File: config.mk
export PLATFORM = sky130hd
export DESIGN_NAME = io_output_bank
export DESIGN_NICKNAME = d
export VERILOG_FILES = /design/src/rtl/io_output_bank.sv
export SDC_FILE = /design/constraint.sdc
export NUM_CORES = 1
export LEC_CHECK = 0
export ABC_AREA = 1
export BUFFER_PORTS_ARGS = -buffer_cell sky130_fd_sc_hd__buf_4
export CAP_MARGIN = 15
export CORE_ASPECT_RATIO = 0.6
export CORE_MARGIN = 8
export CORE_UTILIZATION = 31
export CTS_CLUSTER_SIZE = 8
export DETAILED_ROUTE_END_ITERATION = 12
export GPL_TIMING_DRIVEN = 0
export PLACE_DENSITY_LB_ADDON = 0.12
export SLEW_MARGIN = 20
export SYNTH_ARGS = -nofsm -noshare
export SYNTH_HDL_FRONTEND = slang
export SYNTH_SLANG_ARGS = --single-unit
export TNS_END_PERCENT = 10
File: constraint.sdc
create_clock -name clk -period 2.97 [get_ports clk]
set_clock_uncertainty 0.2 [all_clocks]
set_input_delay 0 -clock clk [delete_from_list [all_inputs] [get_ports clk]]
set_output_delay 0 -clock clk [all_outputs]
set_load 0.05 [all_outputs]
File: src/rtl/io_output_bank.sv
// Memory-mapped output bank: per-channel static/blink/PWM drive from a prescaled 8-bit phase.
// Reads return one cycle after io_read_en, outputs follow writes by one cycle; no backpressure, every access completes.
module io_output_bank #(
    parameter int          NUM_CHANNELS   = 6,
    parameter int          CHANNEL_WIDTH  = 18,
    parameter logic [31:0] BASE_ADDRESS   = 32'd0,
    parameter logic [23:0] PRESCALE_RESET = 24'd1000
) (
    input  logic                                  clk,
    input  logic                                  reset,
    input  logic [31:0]                           io_address,
    input  logic                                  io_write_en,
    input  logic [31:0]                           io_write_data,
    input  logic                                  io_read_en,
    output logic [31:0]                           io_read_data,
    output logic [NUM_CHANNELS*CHANNEL_WIDTH-1:0] out_data
);

    typedef enum logic [1:0] {
        MODE_STATIC = 2'd0,
        MODE_BLINK  = 2'd1,
        MODE_PWM    = 2'd2,
        MODE_RSVD   = 2'd3
    } chan_mode_e;

    typedef struct packed {
        logic [7:0] duty;
        chan_mode_e mode;
    } chan_cfg_t;

    localparam logic [29:0] NUM_WORDS     = 30'(NUM_CHANNELS);
    localparam logic [29:0] PRESCALE_WORD = 30'(2 * NUM_CHANNELS);

    logic [CHANNEL_WIDTH-1:0]              data_q [NUM_CHANNELS];
    chan_cfg_t                             cfg_q  [NUM_CHANNELS];
    logic [23:0]                           prescale_q;
    logic [23:0]                           pcnt_q;
    logic [7:0]                            phase_q;
    logic                                  tick;

    logic [31:0]                           addr_offset;
    logic [29:0]                           word_idx;
    logic                                  addr_aligned;
    logic [NUM_CHANNELS-1:0]               sel_data;
    logic [NUM_CHANNELS-1:0]               sel_mode;
    logic                                  sel_prescale;
    logic [31:0]                           rd_value;
    logic [NUM_CHANNELS-1:0]               chan_on;
    logic [NUM_CHANNELS*CHANNEL_WIDTH-1:0] out_next;
    logic                                  unused_wdata;

    // Addresses below the base wrap to huge offsets and therefore decode as unmapped.
    assign addr_offset  = io_address - BASE_ADDRESS;
    assign word_idx     = addr_offset[31:2];
    assign addr_aligned = (addr_offset[1:0] == 2'b00);
    assign sel_prescale = addr_aligned && (word_idx == PRESCALE_WORD);
    assign unused_wdata = ^io_write_data;

    always_comb begin
        sel_data = '0;
        sel_mode = '0;
        for (int i = 0; i < NUM_CHANNELS; i++) begin
            sel_data[i] = addr_aligned && (word_idx == 30'(i));
            sel_mode[i] = addr_aligned && (word_idx == NUM_WORDS + 30'(i));
        end
    end

    always_comb begin
        rd_value = '0;
        for (int i = 0; i < NUM_CHANNELS; i++) begin
            if (sel_data[i]) begin
                rd_value = 32'(data_q[i]);
            end
            if (sel_mode[i]) begin
                rd_value = {16'b0, cfg_q[i].duty, 6'b0, cfg_q[i].mode};
            end
        end
        if (sel_prescale) begin
            rd_value = {8'b0, prescale_q};
        end
    end

    assign tick = (pcnt_q == prescale_q);

    always_ff @(posedge clk or negedge reset) begin
        if (!reset) begin
            prescale_q <= PRESCALE_RESET;
            pcnt_q     <= '0;
            phase_q    <= '0;
        end else begin
            // A prescale write restarts the period; a tick due on that edge still advances the phase.
            if (io_write_en && sel_prescale) begin
                prescale_q <= io_write_data[23:0];
                pcnt_q     <= '0;
            end else if (tick) begin
                pcnt_q <= '0;
            end else begin
                pcnt_q <= pcnt_q + 24'd1;
            end
            if (tick) begin
                phase_q <= phase_q + 8'd1;
            end
        end
    end

    always_ff @(posedge clk or negedge reset) begin
        if (!reset) begin
            for (int i = 0; i < NUM_CHANNELS; i++) begin
                data_q[i] <= '0;
                cfg_q[i]  <= '0;
            end
        end else if (io_write_en) begin
            for (int i = 0; i < NUM_CHANNELS; i++) begin
                if (sel_data[i]) begin
                    data_q[i] <= io_write_data[CHANNEL_WIDTH-1:0];
                end
                if (sel_mode[i]) begin
                    cfg_q[i].duty <= io_write_data[15:8];
                    cfg_q[i].mode <= chan_mode_e'(io_write_data[1:0]);
                end
            end
        end
    end

    always_comb begin
        chan_on  = '0;
        out_next = '0;
        for (int i = 0; i < NUM_CHANNELS; i++) begin
            case (cfg_q[i].mode)
                MODE_BLINK: chan_on[i] = !phase_q[7];
                MODE_PWM:   chan_on[i] = (phase_q < cfg_q[i].duty);
                default:    chan_on[i] = 1'b1;
            endcase
            out_next[i*CHANNEL_WIDTH +: CHANNEL_WIDTH] = chan_on[i] ? data_q[i] : '0;
        end
    end

    // Read data uses pre-write register values, so a same-cycle read/write returns the old contents.
    always_ff @(posedge clk or negedge reset) begin
        if (!reset) begin
            io_read_data <= '0;
            out_data     <= '0;
        end else begin
            io_read_data <= io_read_en ? rd_value : 32'h0;
            out_data     <= out_next;
        end
    end

endmodule

# [Word level (Yosys, flattened, before mapping)]
# Index checks and enable logic that the tools add are counted.
# W data, S select, Z words.
[word_totals] input_bits=68 reg_bits=364 word_cells=113 out_inout_bits=140
[op_classes] mux=28 eq_ne=25 n_reduce_logical=29 magnitude_cmp=6 add_sub_neg=2
[ops] cell="$mux W32" n=13
[ops] cell="$eq A30 B4 Y1 const B" n=5
[ops] cell="$mux W18" n=7
[ops] cell="$eq A30 B3 Y1 const B" n=4
[ops] cell="$eq A30 B2 Y1 const B" n=2
[ops] cell="$lt A8 B8 Y1" n=6
[ops] cell="$mux W24" n=2
[ops] cell="$eq A30 B1 Y1 const B" n=1
[ops] cell="$logic_not A30 Y1" n=1
[ops] cell="$add A24 B1 Y24 const B" n=1
[ops] cell="$eq A24 B24 Y1" n=1
[ops] cell="$reduce_and A2 Y1" n=12
[ops] cell="$logic_and A1 B1 Y1" n=14
[ops] cell="$eq A2 B1 Y1 const B" n=6
[ops] cell="$eq A2 B2 Y1 const B" n=6
[ops] cell="$pmux W1 S2" n=6
[ops] cell="$add A8 B1 Y8 const B" n=1
[ops] cell="$logic_not A2 Y1" n=1
[ops] cell="$logic_not A1 Y1" n=1

# [Depth between registers and ports, before layout]
[depth] word_depth=16 mapped_depth=17 mapped_depth_nobuf=16

# [Worst setup path before layout]
# No wires, ideal clock.
[synth_timing] kind="reg-to-reg" start="reg phase_q[3]" end="reg out_data[14]" n_path_buf=1 required_time_ns=2.626 setup_time_ns=0.144 synth_period_minus_slack_ns=2.273 slack_ns=0.697 arrival_time_ns=1.929 stages_incl_launch_ff=8 cell_sequence="dfrtp_1 ha_1 nand2_1 nor2_1 a211oi_1 o311ai_1 clkbuf_1 a21boi_0"
[synth_between] elab_chain_cells=3
[synth_lines] item="start: declaration" line="38" source="logic [7:0] phase_q;"
[synth_lines] item="start signal: assignment" line="101" source="phase_q <= phase_q + 8'd1;"
[synth_lines] item="$lt A8 B8 Y1" line="131" source="MODE_PWM: chan_on[i] = (phase_q < cfg_q[i].duty);"
[synth_lines] item="$pmux W1 S2" line="129" source="case (cfg_q[i].mode)"
[synth_lines] item="$mux W18" line="134" source="out_next[i*CHANNEL_WIDTH +: CHANNEL_WIDTH] = chan_on[i] ? data_q[i] : '0;"
[synth_lines] item="via out_next[14]" line="49" source="logic [NUM_CHANNELS*CHANNEL_WIDTH-1:0] out_next;"
[synth_lines] item="end signal: assignment" line="145" source="out_data <= out_next;"
[synth_lines] item="end: declaration" line="16" source="output logic [NUM_CHANNELS*CHANNEL_WIDTH-1:0] out_data"
# The timed path passes the listed nets, and every way through them passes these cells.
# A chain may end at the register's enable or synchronous reset.

# [Worst setup path in the final report]
[layout_timing] start="reg prescale_q[9]" end="reg pcnt_q[14]"
[layout_between] elab_chain_cells=3
[layout_lines] item="start: declaration" line="36" source="logic [23:0] prescale_q;"
[layout_lines] item="start signal: assignment" line="93" source="prescale_q <= io_write_data[23:0];"
[layout_lines] item="$eq A24 B24 Y1" line="83" source="assign tick = (pcnt_q == prescale_q);"
[layout_lines] item="$mux W24" line="95" source="end else if (tick) begin"
[layout_lines] item="$mux W24" line="92" source="if (io_write_en && sel_prescale) begin"
[layout_lines] item="end signal: assignment" line="98" source="pcnt_q <= pcnt_q + 24'd1;"
[layout_lines] item="end: declaration" line="37" source="logic [23:0] pcnt_q;"
# No other way between the ends.

==> results.md <==
* Number of H-tree levels at 2
* Multi-input logic area at 6081 sq um
* Number of enable-type register cells in the synthesized netlist at 0
* Sequential standard cell area at 8921 sq um
* Post-layout min period at 3003 ps
* Count of non-filler cells in the finished layout at 2,806
* Final setup viols at 20
* Clk Tree Root Cell: clkbuf_16
* Combinational Power Share at 3.5%
* Mapped Cells at 1,801
* DPL Wire Length at 42,570 um
* Failing checks: setup timing
* Post-synth top area share at 54.38%
* Combined global-route utilization of all metal layers at 18.76%
* Highest cell delay on the worst timing path at 820 ps
* Unrepaired setup endpoints after global routing: yes
* Fraction of the yosys area taken by sequential cells at 55.36%
* Share of cells above drive strength 1 at 15.14%
* Series of cell instances along the critical path: xor2_1 -> nor4_2 -> nand4_1 -> nor4_4 -> nand2_4 -> nand2_8 -> buf_8 -> nor2_1
* Max-Cap Viols at 0
* Switching part of the total at 22.81%
* Setup Total Neg Slack at -517.2 ps
* Max-slew violation count at 0
* Dominant cells by area after synthesis: dfrtp_1, nand2_1, o21ai_0
* Static power due to leakage at 9.704 nW
* Vias/cell at 4.831
* RD Place Congestion at 0.8667
* Post-route fraction of the period consumed by the critical path at 101.1%
* Via count of the first global-routing pass at 13.46k
* Number of buffers inserted by port buffering at 189
* Mean instance size in the synthesized netlist at 8.943 sq um
* Clk pin slew, worst setup/hold paths at 50 ps
* Setup slack of the critical path after layout at -33.18 ps
* Placed cell count at 2,695
* Overall via count from detail_route at 13.56k
* Number of detailed-routing iterations run before antenna repair at 7
* Fin nets at 2,215
* Ys async rst share at 100.0%
* Warning count from the yosys run at 0
* Clk pwr share at 50.2%
* CTS max path bufs at 3
* Maximum ir drop on the vdd rail at 0.3389 mV
* Count of state elements after synthesis at 356
* Number of CTS-inserted buffers at 50
* Initial standard-cell utilization of the core at 31.48%
* Endpoints failing hold at 0
* Setup bufs post-CTS at 0
* Power density over the cells at 513.7 nW/um^2
* ANT cells at 0
* Largest fanout on the critical path at 10
* Average wire per standard cell at 20.12 um
* Core outline area at 51,170 sq um
* Kind of capture point of the worst setup path: flop
* CP Data Required Time at 3230 ps
* Leading area contributor after synthesis: dfrtp_1
* Post-synthesis instance area at 16,110 sq um
* Total wire length after detailed routing at 56,440 um
* # clock sinks at 356
* Die Ht at 192.6 um
* Worst min-delay path category: primary input to flop
* Most common library cell in the layout ignoring fill and taps: nand2_1
* Nature of the critical path startpoint: flop
* Switching power of the nets at 2.394 mW
* Number of design-rule violations left by the first detailed-router iteration at 1,115
* Crit path kind: flop to flop
* Worst skew pair latency at 580 ps
* X dimension of the die at 310.3 um
* Sequential Power Share at 46.3%
* Slew at the pin closest to its max-slew limit at 1064 ps
* I/O pin total at 208
* Maximum clock rate at 333.0 MHz
* Cell type of the slowest stage on the worst timing path: nor4_4
* Arrival time at the worst endpoint at 3260 ps
* Largest net degree at the start of global routing at 90
* Final core utilization at 39.93%
* TritonCTS clock tree: built
* Primary FF master, synth: dfrtp_1
* Site Rows at 64
* Most used cells in the layout excluding fill and tap cells: nand2_1, dfrtp_1, o21ai_0
* Internal cell power at 8.101 mW
* Initial antenna violation count at 1
* Wire length of the first global-routing pass at 85,250 um
* Status: finished, violations left
* DIE AREA at 59,750 sq um
* Antenna-violating nets left at 0
* Synthesis-to-layout area growth at 26.84%
* DRC violations left at 0
* Number of different library cells in the post-synthesis netlist at 45
* Overflow after GRT at 0
* Worst-case headroom to the max-slew limit at 29.08%
* Number of fill cells at 5,190
cells by family after synthesis:
group | Yosys count | share of synthesized area (%)
flip-flops | 356 | 55.36
other | 1 | 0.02328
AO/OA/AOI/OAI | 442 | 14.79
buffers and inverters | 303 | 7.481
AND/OR/NAND/NOR | 598 | 15.55
XOR/XNOR | 45 | 2.447
adder cells (fa/ha/maj) | 56 | 4.350
layout make-up:
| cell class | instances | share of cell area (%) |
|---|---|---|
| clock buffer | 72 | 6.633 |
| sequential | 356 | 43.67 |
| timing repair buffer | 231 | 9.475 |
| buffer | 79 | 1.788 |
| inverter | 224 | 4.134 |
| clock inverter | 2 | 0.2940 |
| multi-input combinational | 1149 | 29.76 |
| tap | 693 | 4.244 |
power groups by stage:
stage / logic, mW / registers (mW) / clock network (mW)
after CTS: 0.372 / 4.86 / 5.38
after floorplan: 0.0869 / 4.94 / 0
after detailed placement: 0.330 / 4.94 / 0
after global placement: 0.308 / 4.94 / 0
after global routing: 0.405 / 4.85 / 5.61
final: 0.363 / 4.86 / 5.27
sequential cells by signal, indices dropped and copies added (netlist names):
name,count
phase_q,8
prescale_q,24
out_data,108
pcnt_q,24
data_q,108
io_read_data,24
cfg_q,60
per-stage QoR:
| stage | hold WS [ps] | power [mW] | area (sq um) | worst slack [ps] |
|---|---|---|---|---|
| 2_1_floorplan | -495.6 | 5.027 | 16130 | 697.1 |
| 3_3_place_gp | 54.41 | 5.248 | 18420 | -1842 |
| 3_5_place_dp | -253.5 | 5.269 | 18560 | -337.6 |
| 4_1_cts | 3.849 | 10.61 | 20410 | 20.48 |
| 5_1_grt | 31.52 | 10.87 | 20430 | -129.9 |
| 6_report | 25.75 | 10.49 | 20430 | -33.18 |
what timing repair did:
item | CTS | global route
endpoints found under the setup margin | 74 | 56
pin swaps | 2 | 4
resized for setup | 13 | 5
hold buffers | 37 | 0
endpoints found under the hold margin | 290 | 0
synthesized netlist by cell type, drive strengths merged (8+ instances only):
library cell	instances
nand2	387
dfrtp	350
o21ai	258
inv	219
nor2	140
a21oi	121
clkbuf	59
ha	56
nand3	38
xor2	28
a21boi	23
buf	20
xnor2	17
nand4	11
nor3	11
o2111ai	10
o22ai	10
nor4	8
o221ai	8
per-layer routing:
| layer | part of all wire (%) | vias to the layer above | track usage (%) | wire (um) |
|---|---|---|---|---|
| li1 | - | 6411 | - | - |
| met1 | 50 | 6599 | 29.46 | 28340 |
| met2 | 40 | 495 | 25.79 | 22480 |
| met3 | 8.7 | 52 | 4.635 | 4932 |
| met4 | 1.2 | 0 | 3.166 | 692 |
| met5 | 0 | - | 0 | 0 |
worst max-delay path, delay by kind of cell (launching register included):
kind	cells	cell delay, ps
simple gates	6	1810
xor+xnor	1	100
flops	1	600
buf+inv	1	160
path summary, 6_finish.rpt:
check,cells after the start,slack (ps),start,to
setup / recovery,8,-30,prescale_q[9],pcnt_q[14]
hold / removal,4,30,io_write_data[23],prescale_q[23]
setup reg to reg,8,-30,prescale_q[9],pcnt_q[14]
hold reg to reg,2,280,data_q[75],data_q[75]
max in group asynchronous,7,650,reset,prescale_q[9]
min in group asynchronous,4,320,reset,out_data[2]
No activity file was read; power rests on OpenSTA's default activity.
